**config.mk**
```make
export PLATFORM = sky130hd
export DESIGN_NAME = key_expansion_iter
export DESIGN_NICKNAME = d
export VERILOG_FILES = /design/src/rtl/key_expansion_iter.sv
export SDC_FILE = /design/constraint.sdc
export NUM_CORES = 2
export LEC_CHECK = 0
export CAP_MARGIN = 20
export CORE_AREA = 5 5 598 600
export CTS_CLUSTER_SIZE = 10
export DETAILED_ROUTE_END_ITERATION = 10
export DIE_AREA = 0 0 603 605
export GPL_ROUTABILITY_DRIVEN = 0
export PLACE_DENSITY_LB_ADDON = 0.1
export SETUP_SLACK_MARGIN = 0.3
export SYNTH_ARGS = -nofsm -noshare
export SYNTH_HDL_FRONTEND = slang
export SYNTH_SLANG_ARGS = --single-unit
```
**constraint.sdc**
```tcl
create_clock -name clk -period 64.9 [get_ports clk]
set_input_delay 9.735 -clock clk [delete_from_list [all_inputs] [get_ports clk]]
set_output_delay 9.735 -clock clk [all_outputs]
set_load 0.01 [all_outputs]
```
**src/rtl/key_expansion_iter.sv**
```systemverilog
// rtl/key_expansion_iter.sv - iterative AES key schedule generator, one word per clock
//
// Expands a 128/192/256-bit cipher key into the full round-key schedule.
// A single shared 4-byte S-box is used, and Rcon is produced by a GF(2^8)
// doubling register. Optional macro KEYEXP_RK_PORT_EN adds a round-key
// selection port.
//
// Ports:
//   clk        in   clock, rising edge
//   rst        in   asynchronous active-high reset
//   start      in   request expansion (sampled in IDLE or DONE)
//   key        in   cipher key, byte 0 in MSBs
//   busy       out  high while words are being generated
//   valid      out  high while round_keys holds a complete schedule
//   round_keys out  schedule, w[0] in MSBs, w[NW-1] in [31:0]
//   rk_sel     in   (KEYEXP_RK_PORT_EN) round-key index
//   rk         out  (KEYEXP_RK_PORT_EN) selected 128-bit round key, zero if rk_sel > NR
module key_expansion_iter #(
  parameter int KEY_BITS = 128,  // 128, 192 or 256 only
  localparam int NK = KEY_BITS / 32,
  localparam int NR = NK + 6,
  localparam int NW = 4 * (NR + 1),
  localparam int RK_BITS = 32 * NW
) (
  input  logic                clk,
  input  logic                rst,
  input  logic                start,
  input  logic [KEY_BITS-1:0] key,
  output logic                busy,
  output logic                valid,
  output logic [RK_BITS-1:0]  round_keys
`ifdef KEYEXP_RK_PORT_EN
  ,
  input  logic [3:0]          rk_sel,
  output logic [127:0]        rk
`endif
);

  localparam int IW = $clog2(NW);

  // FIPS-197 forward S-box, entry 0x00 in the MSBs.
  localparam logic [2047:0] SBOX = {
    128'h637c777bf26b6fc53001672bfed7ab76, 128'hca82c97dfa5947f0add4a2af9ca472c0,
    128'hb7fd9326363ff7cc34a5e5f171d83115, 128'h04c723c31896059a071280e2eb27b275,
    128'h09832c1a1b6e5aa0523bd6b329e32f84, 128'h53d100ed20fcb15b6acbbe394a4c58cf,
    128'hd0efaafb434d338545f9027f503c9fa8, 128'h51a3408f929d38f5bcb6da2110fff3d2,
    128'hcd0c13ec5f974417c4a77e3d645d1973, 128'h60814fdc222a908846eeb814de5e0bdb,
    128'he0323a0a4906245cc2d3ac629195e479, 128'he7c8376d8dd54ea96c56f4ea657aae08,
    128'hba78252e1ca6b4c6e8dd741f4bbd8b8a, 128'h703eb5664803f60e613557b986c11d9e,
    128'he1f8981169d98e949b1e87e9ce5528df, 128'h8ca1890dbfe6426841992d0fb054bb16
  };

  function automatic logic [7:0] sbox(input logic [7:0] b);
    return SBOX[(255 - int'(b)) * 8 +: 8];
  endfunction

  typedef enum logic [1:0] {IDLE, EXPAND, DONE} state_t;

  state_t          state;
  logic [31:0]     w [NW];
  logic [IW-1:0]   i;
  logic [2:0]      pos;   // i mod NK, tracked incrementally to avoid a divider
  logic [7:0]      rcon;

  logic [IW-1:0]   prev_idx;
  logic [IW-1:0]   back_idx;
  logic [31:0]     prev;
  logic [31:0]     sub_in;
  logic [31:0]     sub_out;
  logic [31:0]     temp;

  always_comb begin
    prev_idx = i - IW'(1);
    back_idx = i - IW'(NK);
    prev     = w[prev_idx];
    // RotWord only feeds the S-box on the Rcon step; the NK==8 mid step uses it unrotated.
    sub_in   = (pos == 3'd0) ? {prev[23:0], prev[31:24]} : prev;
    sub_out  = {sbox(sub_in[31:24]), sbox(sub_in[23:16]), sbox(sub_in[15:8]), sbox(sub_in[7:0])};
    if (pos == 3'd0)
      temp = sub_out ^ {rcon, 24'h0};
    else if (NK == 8 && pos == 3'd4)
      temp = sub_out;
    else
      temp = prev;
  end

  always_ff @(posedge clk or posedge rst) begin
    if (rst) begin
      state <= IDLE;
      busy  <= 1'b0;
      valid <= 1'b0;
      i     <= '0;
      pos   <= '0;
      rcon  <= 8'h01;
      for (int k = 0; k < NW; k++) w[k] <= '0;
    end else begin
      case (state)
        IDLE, DONE: begin
          if (start) begin
            for (int k = 0; k < NK; k++) w[k] <= key[KEY_BITS-1-32*k -: 32];
            for (int k = NK; k < NW; k++) w[k] <= '0;
            i     <= IW'(NK);
            pos   <= '0;
            rcon  <= 8'h01;
            valid <= 1'b0;
            busy  <= 1'b1;
            state <= EXPAND;
          end
        end
        EXPAND: begin
          w[i] <= w[back_idx] ^ temp;
          if (pos == 3'd0)
            rcon <= {rcon[6:0], 1'b0} ^ (rcon[7] ? 8'h1b : 8'h00);
          pos <= (pos == 3'(NK - 1)) ? 3'd0 : pos + 3'd1;
          i   <= i + IW'(1);
          if (i == IW'(NW - 1)) begin
            busy  <= 1'b0;
            valid <= 1'b1;
            state <= DONE;
          end
        end
        default: state <= IDLE;
      endcase
    end
  end

  for (genvar g = 0; g < NW; g++) begin : g_flat
    assign round_keys[RK_BITS-1-32*g -: 32] = w[g];
  end

`ifdef KEYEXP_RK_PORT_EN
  always_comb begin
    rk = '0;
    for (int r = 0; r <= NR; r++)
      if (rk_sel == 4'(r)) rk = round_keys[RK_BITS-1-128*r -: 128];
  end
`endif

endmodule

```
==> out/summary.json <==
{
  "logic_synthesis": {
    "synth_top_family_by_area": "compound AO/OA/AOI/OAI gates",
    "synth_xor_area_share_pct": 0.540,
    "synth-async-reset-ratio_pct": 100,
    "synth_compound_gate_area_share_pct": 24.9,
    "synth_common_cells": "sky130_fd_sc_hd__dfrtp_1, sky130_fd_sc_hd__nand3_1, sky130_fd_sc_hd__o21ai_0",
    "synth-adder-area-share_pct": 0.846,
    "cell_area_after_synthesis_sq_um": 93200,
    "syn_avg_cell_area_sq_um": 9.14,
    "postSynth.topFlopCell": "sky130_fd_sc_hd__dfrtp_1",
    "synth-edff-count": 0,
    "post_synth_and_or_nand_nor_area_fraction_pct": 15.1,
    "yosysMostFrequentCell": "sky130_fd_sc_hd__dfrtp_1",
    "netlist_instances": 10200,
    "netlist_top_cells_area": "sky130_fd_sc_hd__dfrtp_1, sky130_fd_sc_hd__mux4_2, sky130_fd_sc_hd__nand3_1",
    "synth_largest_area_cell": "sky130_fd_sc_hd__dfrtp_1",
    "synth-seq-cells": 1429,
    "synth_top_area_share_pct": 38.4,
    "syn_nets": 10400,
    "synth.mux.area_fraction_pct": 13.4,
    "synth.yosys.warnings": 0,
    "synth_cell_type_count": 130,
    "synth-seq-area-share_pct": 38.4
  },
  "worst_setup_path": {
    "crit_slowest_cell": "sky130_fd_sc_hd__buf_4",
    "worst_path_most_repeated_cell": "sky130_fd_sc_hd__buf_4",
    "worst_setup_path_endpoint": "round_keys[1297]",
    "ff2ff_setup_slack_ns": 52.32,
    "r2r-start": "i[1]",
    "path_delay_family": "buffers and inverters",
    "critical_path.reg2reg.endpoint": "round_keys[410]",
    "critical-path-max-stage-delay_ns": 0.97,
    "cp_data_required_time_ns": 65.81,
    "depth_of_the_critical_timing_path_with_buffers_and_inverters_included": 11,
    "timing.reg2reg.worst_path_depth": 25,
    "critical_path_buf_inv_count": 8,
    "critical_path.max_fanout": 93,
    "crit_path_start": "start",
    "sequence_of_cells_on_the_critical_path": "clkdlybuf4s50_1 -> nand2b_4 -> buf_4 -> buf_4 -> buf_4 -> buf_4 -> buf_4 -> buf_4 -> buf_4 -> o22ai_1 -> a21oi_1",
    "timing.setup.critical_path_class": "input port to flop",
    "crit_path_start_kind": "input port",
    "end_kind": "flop",
    "cp.arrival_ns": 16.79
  },
  "floorplanning": {
    "floorplan.core_area_sq_um": 352000,
    "die-area_sq_um": 365000,
    "starting_density_of_the_core_pct": 26.5,
    "die-height_microns": 605,
    "boundaryPins": 1541,
    "die_w_microns": 603,
    "placement_rows": 218
  },
  "route": {
    "initialDrtViolationCount": 16800,
    "routed.top_layer": "met5",
    "met3_length_microns": 83200,
    "routed_wirelength_microns": 743000,
    "route.detailed.wl_per_inst_microns": 46.7,
    "route.layer.met1.wl_microns": 270000,
    "via_per_inst": 6.58,
    "met2_wirelength_microns": 312000,
    "first_pass_iters": 11,
    "drt_drc_violations_left": 2,
    "ant_nets": 0,
    "routed-via-count": 105000
  },
  "global_route": {
    "vias_in_the_first_global_route": 97500,
    "grt_first_pass_wirelength_microns": 975000,
    "groute.usage.overall_pct": 38.9,
    "grt_max_degree": 177,
    "antenna_violations_before_repair": 78,
    "grt_overflow": 0
  },
  "timing": {
    "finalSetupViolCount": 0,
    "fin_crit_sh_pct": 24.5,
    "timing.clock.skew_ns": 0.157,
    "worst-slew-pin-transition_ns": 1.38,
    "timing.max_slew.rel_slack_pct": 7.42,
    "fin_setup_tns_ns": 0,
    "maxClockFrequency_ghz": 0.0630,
    "finalHoldViolCount": 0,
    "post-route-min-period_ns": 15.88,
    "drv_slew": 0,
    "rsz0062_at_grt": "false"
  },
  "finish": {
    "area.growth.synth_to_final_pct": 27.1,
    "multi_input_comb_area_sq_um": 52200,
    "final-seq-area_sq_um": 35800,
    "final.fill_count": 36100,
    "nets": 11300,
    "layout_cells_sized_above_1_pct": 12.5
  },
  "clock_tree": {
    "cts_tree": "done",
    "cts_resized": 0,
    "cts_buffers": 190,
    "cts.sinks": 1429,
    "clkSlewWorstSetupHoldPaths_ns": 0.06,
    "cts_setup_buffers": 0,
    "cts_hold_buf": 0,
    "clk_path_buf_depth": 4,
    "clockRootBuffer": "sky130_fd_sc_hd__clkbuf_16",
    "worst_skew_pair.late_latency_ns": 0.99,
    "cts.htree.levels": 4
  },
  "run": {
    "drv_cap": 0
  },
  "place": {
    "dpl.hpwl_microns": 538000,
    "port_buffers": 1540
  },
  "worst_hold_path": {
    "whs_path_depth": 2,
    "min-delay-path-class": "flop to flop"
  },
  "outcome": {
    "failed_checks": "design-rule violations",
    "outcome": "finished, violations left"
  }
}
## flip-flops by register name (all words and copies together) (netlist names)
name,count
rcon,8
round_keys,1408
pos,3
state,2
valid,1
busy,1
i,6
## area by class of cell
cell class                 count  share of cell area, %
clock inverter                38                  0.321
sequential                  1429                   30.2
inverter                      50                  0.174
multi-input combinational   7529                   44.1
tap                         4620                   4.88
timing repair buffer        1914                   15.6
antenna                       37                 0.0782
clock buffer                 284                   4.62
## cell families after synthesis
group / count (synthesis)
adders and majority gates: 63
DFF: 1429
buffers and inverters: 1241
muxes: 753
AOI/OAI and AO/OA: 3675
and+or+nand+nor: 2984
xor gates and xnor gates: 54
## routing by layer
layer,vias to the layer above,GRT usage [%]
li1,40800,-
met1,53500,46.5
met2,8141,57.2
met3,2129,12.6
met4,36,31.3
met5,-,0.523
## worst reg2reg max path, cell delays in order, from the launching register on
cell                       delay [ns]
sky130_fd_sc_hd__dfrtp_4         0.82
sky130_fd_sc_hd__inv_2           0.56
sky130_fd_sc_hd__ha_4            0.88
sky130_fd_sc_hd__buf_4           0.60
sky130_fd_sc_hd__buf_4           0.70
sky130_fd_sc_hd__buf_12          0.56
sky130_fd_sc_hd__buf_4           0.79
sky130_fd_sc_hd__mux4_2          0.38
sky130_fd_sc_hd__a22oi_1         0.09
sky130_fd_sc_hd__a21oi_1         0.63
sky130_fd_sc_hd__or4_1           0.61
sky130_fd_sc_hd__and2_1          0.57
sky130_fd_sc_hd__buf_4           0.35
sky130_fd_sc_hd__clkinv_2        0.32
sky130_fd_sc_hd__ha_1            0.47
sky130_fd_sc_hd__inv_1           0.24
sky130_fd_sc_hd__o21ai_0         0.35
sky130_fd_sc_hd__nand3_1         0.19
sky130_fd_sc_hd__o21ai_0         0.11
sky130_fd_sc_hd__a211oi_1        0.63
sky130_fd_sc_hd__o21ai_0         0.23
sky130_fd_sc_hd__and4_1          0.22
sky130_fd_sc_hd__or3_1           0.57
sky130_fd_sc_hd__nor3_4          0.75
sky130_fd_sc_hd__buf_4           0.67
sky130_fd_sc_hd__o31ai_2         0.19
## per-stage QoR
stage	util, %	hold slack, ns	worst slack [ns]	instance area [sq um]	cells
3_5_place_dp	32.0	0.502	48.36	112000	15500
2_1_floorplan	-	0.464	14.87	93200	10200
4_1_cts	33.7	0.513	49.35	118000	15900
6_report	33.7	0.511	49.02	118000	15900
5_1_grt	33.7	0.547	48.80	118000	15900
3_3_place_gp	32.0	0.497	48.45	112000	15500
## cell usage in the layout (no fill, tap or decap), drive strengths merged, types with 25 or more instances in the layout
cell	n
or3	31
a22o	44
nand2	718
a22oi	213
nor3	137
a311oi	49
mux4	382
buf	374
clkbuf	284
a2111oi	28
dfrtp	1428
nand4	52
a221oi	139
a31oi	136
clkdlybuf4s50	1540
nor4	31
mux2	53
o22ai	117
a221o	40
nand3	1381
o32ai	37
inv	58
o221ai	33
o311ai	31
nor2	488
xnor2	36
and3	45
o21ai	1551
o211ai	125
mux2i	318
a21oi	675
a211oi	125
o31ai	83
ha	63
diode	37
a211o	25
## worst min path at each step
stage | end | start | slack [ns]
floorplan | state[1] | state[1] | 0.46
global placement | valid | valid | 0.50
detailed placement | valid | valid | 0.50
CTS | valid | valid | 0.51
global route | valid | valid | 0.55
finish | valid | valid | 0.51
Power is not shown: default switching activity piles up to over one toggle a cycle in this logic, so the estimate is an artifact.
